[src/rtl/mem_preload_ctrl.sv]
// Memory preload/verify engine: streams an image into a single-port RAM from a
// base address, optionally re-streams it and compares against readback.
module mem_preload_ctrl #(
  parameter int unsigned DATA_WIDTH = 8,
  parameter int unsigned ADDR_WIDTH = 16,
  parameter int unsigned CNT_WIDTH  = 17
) (
  input  logic                  clk,
  input  logic                  reset_n,
  input  logic                  start,
  input  logic [ADDR_WIDTH-1:0] base_addr,
  input  logic [CNT_WIDTH-1:0]  length,
  input  logic                  verify_en,
  input  logic                  s_valid,
  input  logic [DATA_WIDTH-1:0] s_data,
  output logic                  s_ready,
  output logic                  mem_we,
  output logic                  mem_re,
  output logic [ADDR_WIDTH-1:0] mem_addr,
  output logic [DATA_WIDTH-1:0] mem_wdata,
  input  logic [DATA_WIDTH-1:0] mem_rdata,
  output logic                  cpu_hold,
  output logic                  busy,
  output logic                  done,
  output logic                  err,
  output logic [CNT_WIDTH-1:0]  mismatch_cnt,
  output logic [ADDR_WIDTH-1:0] first_bad_addr
);

  typedef enum logic [2:0] {
    S_IDLE, S_WRITE, S_VERIFY, S_DRAIN, S_DONE
  } state_t;

  state_t                state_q, state_d;
  logic [ADDR_WIDTH-1:0] base_q, base_d;
  logic [CNT_WIDTH-1:0]  len_q, len_d;
  logic                  ver_q, ver_d;
  logic [ADDR_WIDTH-1:0] ptr_q, ptr_d;
  logic [CNT_WIDTH-1:0]  rem_q, rem_d;
  logic                  pipe_v_q, pipe_v_d;
  logic [DATA_WIDTH-1:0] pipe_data_q, pipe_data_d;
  logic [ADDR_WIDTH-1:0] pipe_addr_q, pipe_addr_d;
  logic                  err_q, err_d;
  logic [CNT_WIDTH-1:0]  mcnt_q, mcnt_d;
  logic [ADDR_WIDTH-1:0] fba_q, fba_d;
  logic                  hs;

  // Strobes are gated by reset so nothing reaches memory during the reset cycle.
  assign s_ready   = reset_n && (state_q == S_WRITE || state_q == S_VERIFY);
  assign hs        = s_ready && s_valid;
  assign mem_we    = hs && (state_q == S_WRITE);
  assign mem_re    = hs && (state_q == S_VERIFY);
  assign mem_addr  = (mem_we || mem_re) ? ptr_q : '0;
  assign mem_wdata = mem_we ? s_data : '0;
  assign busy      = (state_q != S_IDLE);
  assign cpu_hold  = busy;
  assign done      = (state_q == S_DONE);
  assign err            = err_q;
  assign mismatch_cnt   = mcnt_q;
  assign first_bad_addr = fba_q;

  always_ff @(posedge clk) begin
    if (!reset_n) begin
      state_q     <= S_IDLE;
      base_q      <= '0;
      len_q       <= '0;
      ver_q       <= 1'b0;
      ptr_q       <= '0;
      rem_q       <= '0;
      pipe_v_q    <= 1'b0;
      pipe_data_q <= '0;
      pipe_addr_q <= '0;
      err_q       <= 1'b0;
      mcnt_q      <= '0;
      fba_q       <= '0;
    end else begin
      state_q     <= state_d;
      base_q      <= base_d;
      len_q       <= len_d;
      ver_q       <= ver_d;
      ptr_q       <= ptr_d;
      rem_q       <= rem_d;
      pipe_v_q    <= pipe_v_d;
      pipe_data_q <= pipe_data_d;
      pipe_addr_q <= pipe_addr_d;
      err_q       <= err_d;
      mcnt_q      <= mcnt_d;
      fba_q       <= fba_d;
    end
  end

  always_comb begin
    state_d     = state_q;
    base_d      = base_q;
    len_d       = len_q;
    ver_d       = ver_q;
    ptr_d       = ptr_q;
    rem_d       = rem_q;
    pipe_v_d    = 1'b0;
    pipe_data_d = pipe_data_q;
    pipe_addr_d = pipe_addr_q;
    err_d       = err_q;
    mcnt_d      = mcnt_q;
    fba_d       = fba_q;

    // Compare the word read on the previous cycle against its piped expectation.
    if (pipe_v_q && (state_q == S_VERIFY || state_q == S_DRAIN) &&
        (mem_rdata != pipe_data_q)) begin
      if (mcnt_q == '0) fba_d = pipe_addr_q;
      if (mcnt_q != '1) mcnt_d = mcnt_q + CNT_WIDTH'(1);
    end

    unique case (state_q)
      S_IDLE: begin
        if (start) begin
          base_d  = base_addr;
          len_d   = length;
          ver_d   = verify_en;
          ptr_d   = base_addr;
          rem_d   = length;
          err_d   = 1'b0;
          mcnt_d  = '0;
          fba_d   = '0;
          state_d = (length == '0) ? S_DONE : S_WRITE;
        end
      end
      S_WRITE: begin
        if (hs) begin
          ptr_d = ptr_q + ADDR_WIDTH'(1);
          rem_d = rem_q - CNT_WIDTH'(1);
          if (rem_q == CNT_WIDTH'(1)) begin
            if (ver_q) begin
              ptr_d   = base_q;
              rem_d   = len_q;
              state_d = S_VERIFY;
            end else begin
              state_d = S_DONE;
            end
          end
        end
      end
      S_VERIFY: begin
        if (hs) begin
          pipe_v_d    = 1'b1;
          pipe_data_d = s_data;
          pipe_addr_d = ptr_q;
          ptr_d       = ptr_q + ADDR_WIDTH'(1);
          rem_d       = rem_q - CNT_WIDTH'(1);
          if (rem_q == CNT_WIDTH'(1)) state_d = S_DRAIN;
        end
      end
      S_DRAIN: state_d = S_DONE;
      S_DONE: begin
        err_d   = (mcnt_q != '0);
        state_d = S_IDLE;
      end
      default: state_d = S_IDLE;
    endcase
  end

endmodule

[config.mk]
export PLATFORM = sky130hd
export DESIGN_NAME = mem_preload_ctrl
export DESIGN_NICKNAME = d
export VERILOG_FILES = /design/src/rtl/mem_preload_ctrl.sv
export SDC_FILE = /design/constraint.sdc
export NUM_CORES = 1
export LEC_CHECK = 0
export CORE_ASPECT_RATIO = 0.8
export CORE_MARGIN = 5
export CORE_UTILIZATION = 45
export CTS_BUF_LIST = sky130_fd_sc_hd__clkbuf_2 sky130_fd_sc_hd__clkbuf_4 sky130_fd_sc_hd__clkbuf_8
export DETAILED_ROUTE_END_ITERATION = 12
export PLACE_DENSITY = 0.75
export SLEW_MARGIN = 25
export SYNTH_ARGS = -nofsm -noshare
export SYNTH_HDL_FRONTEND = slang
export SYNTH_SLANG_ARGS = --single-unit
[constraint.sdc]
create_clock -name clk -period 3.1 [get_ports clk]
set_input_delay 0.31 -clock clk [delete_from_list [all_inputs] [get_ports clk]]
set_output_delay 0.31 -clock clk [all_outputs]
set_load 0.005 [all_outputs]
==> results.md, run 1 <==
- Status: finished, final reports clean
- Post-layout min period: 2.78 ns
- TritonCTS Buffers: 17
- Detailed-route DRC error count: 0
- Antenna violations before repair: 0
- Number of flops mapped to enable cells by yosys: 0
- Placement Rows: 39
- Async S/R FF share, synth: 0%
- Number of synthesized register bits: about 130
- Period Utilization, post-route: 89.6%
- Type of the worst setup path: register to output port
- Proportion of layout cells with a drive suffix above 1: 8.29%
- Post-CTS repair timing setup buffer count: 0
- Number of nets in the layout: 975
- Data arrival time of the critical path: 2.47 ns
- Count of mapped cells out of synthesis: 814
- HP Class: input pin to register
- Maximum count of clock buffers along a single path: 2
- Pwr/cell area: 565 nW/um2
- Later-pin clock latency in the skew report: approximately 0.46 ns
- Required time at the worst-slack endpoint: between 2 and 3 ns
- Sum of negative setup slack: 0 ns
- Setup slack of the most critical reg-to-reg path: 0.65 ns
- RePlAce Congestion: ~0.91
- Post-Synthesis Cell Area: approximately 6600 um2
- Worst Skew: 0.0121 ns
- Main synth FF type: sky130_fd_sc_hd__dfxtp_1
- P_leak: approximately 3.2 nW
- Area delta synth->final: 25.6%
- Slew at the pin with the worst max-slew slack: 0.897 ns
- Sequential area share after synthesis: just under 40%
- Critical path launch point type: register
- Busiest layer in global routing: met2
- Count of max-cap constraint violations: 0
- Cell at the root of the clock tree: sky130_fd_sc_hd__clkbuf_8
- Post-synthesis average cell area: 8.11 um2
- Overall power: about 4.7 mW
- Largest fanout of any net on the critical path: 19
- Post-detailed-route wirelength per cell: 17.2 um
- Vias per Instance: 5.64
- Layout Cell Area excl Fill: 8290 um2
- Met3 track utilization from global routing: 5.20%
- Worst IR Drop VDD: 0.000326 V
- DR vias: roughly 6300
- Commonest non-fill, non-tap cells in the layout: sky130_fd_sc_hd__nand2_1 (143), sky130_fd_sc_hd__dfxtp_1 (127), sky130_fd_sc_hd__clkdlybuf4s50_1 (116)
- First-pass DRT Iterations: 6
- Total setup violations reported at the end of the flow: 0
- Congestion Overflow GR: 0
- Starting density of the core: between 40% and 50%
- Total routing resource utilization after global routing: a little over a fifth
- Met1 Usage GRT: 31.7%
- Number of antenna diodes: 0
- Worst slack on hold paths: around 0.34 ns
- Wire length of the first global-routing pass: 30600 um
- Die extent in y: 118 um
- Htree depth: 4
- Max frequency: 360 MHz
- Number of sinks on the clock net: 129
- Remaining max-slew budget at the tightest pin: 39.6%
- Initial detailed-routing violation count: roughly 650
- Pins Over Slew Limit: 0
- Clock tree from TritonCTS: yes
- Area inside the core boundary: 14300 um2
- Setup repair after global routing missed its margin: false
- Final hold violation count: 0
- Most common cell after layout, fill and taps aside: sky130_fd_sc_hd__nand2_1
- Distinct cells, synth: 70
- Via count of the first global-routing pass: 5771
- Fraction of met2 tracks used by global routing: 32.5%
- Total Routed Length: roughly 19000 um
- Clock-pin slew of the registers on the worst-case setup and hold paths: 0.08 ns
- Post-placement cell area: 7870 um2
- Overall die area: 17200 um2
- Die W: approximately 150 um
- Total number of yosys warnings: 0
- Number of port buffers: ~120
- Post-synthesis net count: between 800 and 900
- Post-detailed-placement half-perimeter wirelength: 13400 um
- Maximum number of pins on one net before global-route repair: 50
- Sort of element at the end of the critical path: output port
- Residual antenna-violating net count after detailed routing: 0
- Boundary pin count: approximately 120
[power breakdown]
| part | switching (mW) | internal [mW] | leakage, nW | total, mW |
|---|---|---|---|---|
| registers | 0.197 | 1.81 | 1.05 | 2.01 |
| logic | 0.701 | 0.501 | 1.92 | 1.20 |
| clock network | 0.731 | 0.744 | 0.196 | 1.48 |
| total | 1.63 | 3.05 | 3.17 | 4.68 |
[logic make-up after synthesis]
kind of cell,after synthesis,synth area share (%)
fa+ha+maj,5,0.948
xor+xnor,28,3.72
flops,129,39.1
mux,21,3.22
compound gates,197,20.3
buf+inv,71,5.10
simple gates,363,27.5
[synth_stat cells, types with 5 or more instances]
cell / instances / area share [%]
sky130_fd_sc_hd__a21boi_0: 45 / 5.1
sky130_fd_sc_hd__a21oi_1: 26 / 2.0
sky130_fd_sc_hd__a221oi_1: 14 / 1.9
sky130_fd_sc_hd__a31oi_1: 7 / 0.66
sky130_fd_sc_hd__and3_1: 34 / 3.2
sky130_fd_sc_hd__buf_2: 19 / 1.4
sky130_fd_sc_hd__buf_4: 6 / 0.68
sky130_fd_sc_hd__clkbuf_1: 23 / 1.3
sky130_fd_sc_hd__dfxtp_1: 129 / 39
sky130_fd_sc_hd__ha_1: 5 / 0.95
sky130_fd_sc_hd__inv_1: 14 / 0.80
sky130_fd_sc_hd__mux2i_1: 19 / 2.9
sky130_fd_sc_hd__nand2_1: 143 / 8.1
sky130_fd_sc_hd__nand3_1: 25 / 1.9
sky130_fd_sc_hd__nand4_1: 11 / 1.0
sky130_fd_sc_hd__nor2_1: 78 / 4.4
sky130_fd_sc_hd__nor3_1: 11 / 0.83
sky130_fd_sc_hd__nor4_1: 12 / 1.1
sky130_fd_sc_hd__o211a_1: 6 / 0.91
sky130_fd_sc_hd__o211ai_1: 6 / 0.68
sky130_fd_sc_hd__o21ai_0: 50 / 3.8
sky130_fd_sc_hd__o21bai_1: 9 / 1.0
sky130_fd_sc_hd__o22ai_1: 5 / 0.47
sky130_fd_sc_hd__or3_1: 6 / 0.57
sky130_fd_sc_hd__or4_1: 7 / 0.80
sky130_fd_sc_hd__xor2_1: 27 / 3.6
[path summary, 6_finish.rpt]
kind	from	depth (start not counted)	endpoint
min reg2reg	pipe_addr_q[9]	2	pipe_addr_q[9]
max reg2reg	rem_q[0]	8	rem_q[14]
min	reset_n	3	state_q[1]
max	state_q[1]	6	mem_we
[worst max-delay path, cell delays in order, from the launching register on]
cell and delay [ns]:
sky130_fd_sc_hd__dfxtp_2 0.51, sky130_fd_sc_hd__xor2_1 0.21, sky130_fd_sc_hd__buf_4 0.24, sky130_fd_sc_hd__a21oi_2 0.08
sky130_fd_sc_hd__buf_4 0.19, sky130_fd_sc_hd__nor2_1 0.22, sky130_fd_sc_hd__clkdlybuf4s50_1 0.55
[area by class of cell]
class | count | area, um2
multi-input cells | 614 | 3680
clock inverters | 14 | 158
flip-flops and latches | 129 | 2580
fillers | 1369 | 6050
clock buffers | 18 | 248
inverters | 15 | 56.3
well taps | 184 | 230
repair buffers | 139 | 1340
[per-layer routing]
| layer | routed length (um) | up-vias |
|---|---|---|
| met3 | 1460 | 21 |
| li1 | - | 3090 |
| met2 | 8350 | 256 |
| met4 | 221 | 0 |
| met1 | 9120 | 2909 |
| met5 | 0 | - |
[registers in the layout, summed over array words and instances, names as in the netlist]
| name | flops |
|---|---|
| base_q | 16 |
| first_bad_addr | 16 |
| pipe_data_q | 8 |
| ver_q | 1 |
| rem_q | 17 |
| mismatch_cnt | 17 |
| pipe_v_q | 1 |
| err | 1 |
| state_q | 3 |
| len_q | 17 |
| ptr_q | 16 |
| pipe_addr_q | 16 |
[per-stage QoR]
step,util [%],setup slack (ns),cells
after global placement,54.9,0.502,1080
after floorplan,-,0.991,814
after global routing,57.8,0.139,1113
after CTS,57.7,0.146,1112
final,57.8,0.322,1113
after detailed placement,54.9,0.445,1080
[timing repair]
action / 4_1_cts / 5_1_grt
endpoints found under the setup margin: 0 / 2
hold buffers: 0 / 0
gates resized for setup: 0 / 2
Note: power is estimated with default switching activity, not from simulation.
==> inputs of run 2 (changes only) <==
Settings changed: TNS_END_PERCENT set to 50.
==> results of run 2 <==
Final layout, timing and power as in run 1 (identical DEF).
==> inputs of run 3 (changes only) <==
Settings changed: CAP_MARGIN set to 5, GPL_TIMING_DRIVEN set to 1, HOLD_SLACK_MARGIN set to 0.12.
==> results of run 3 <==
Final layout, timing and power as in run 1 (identical DEF).
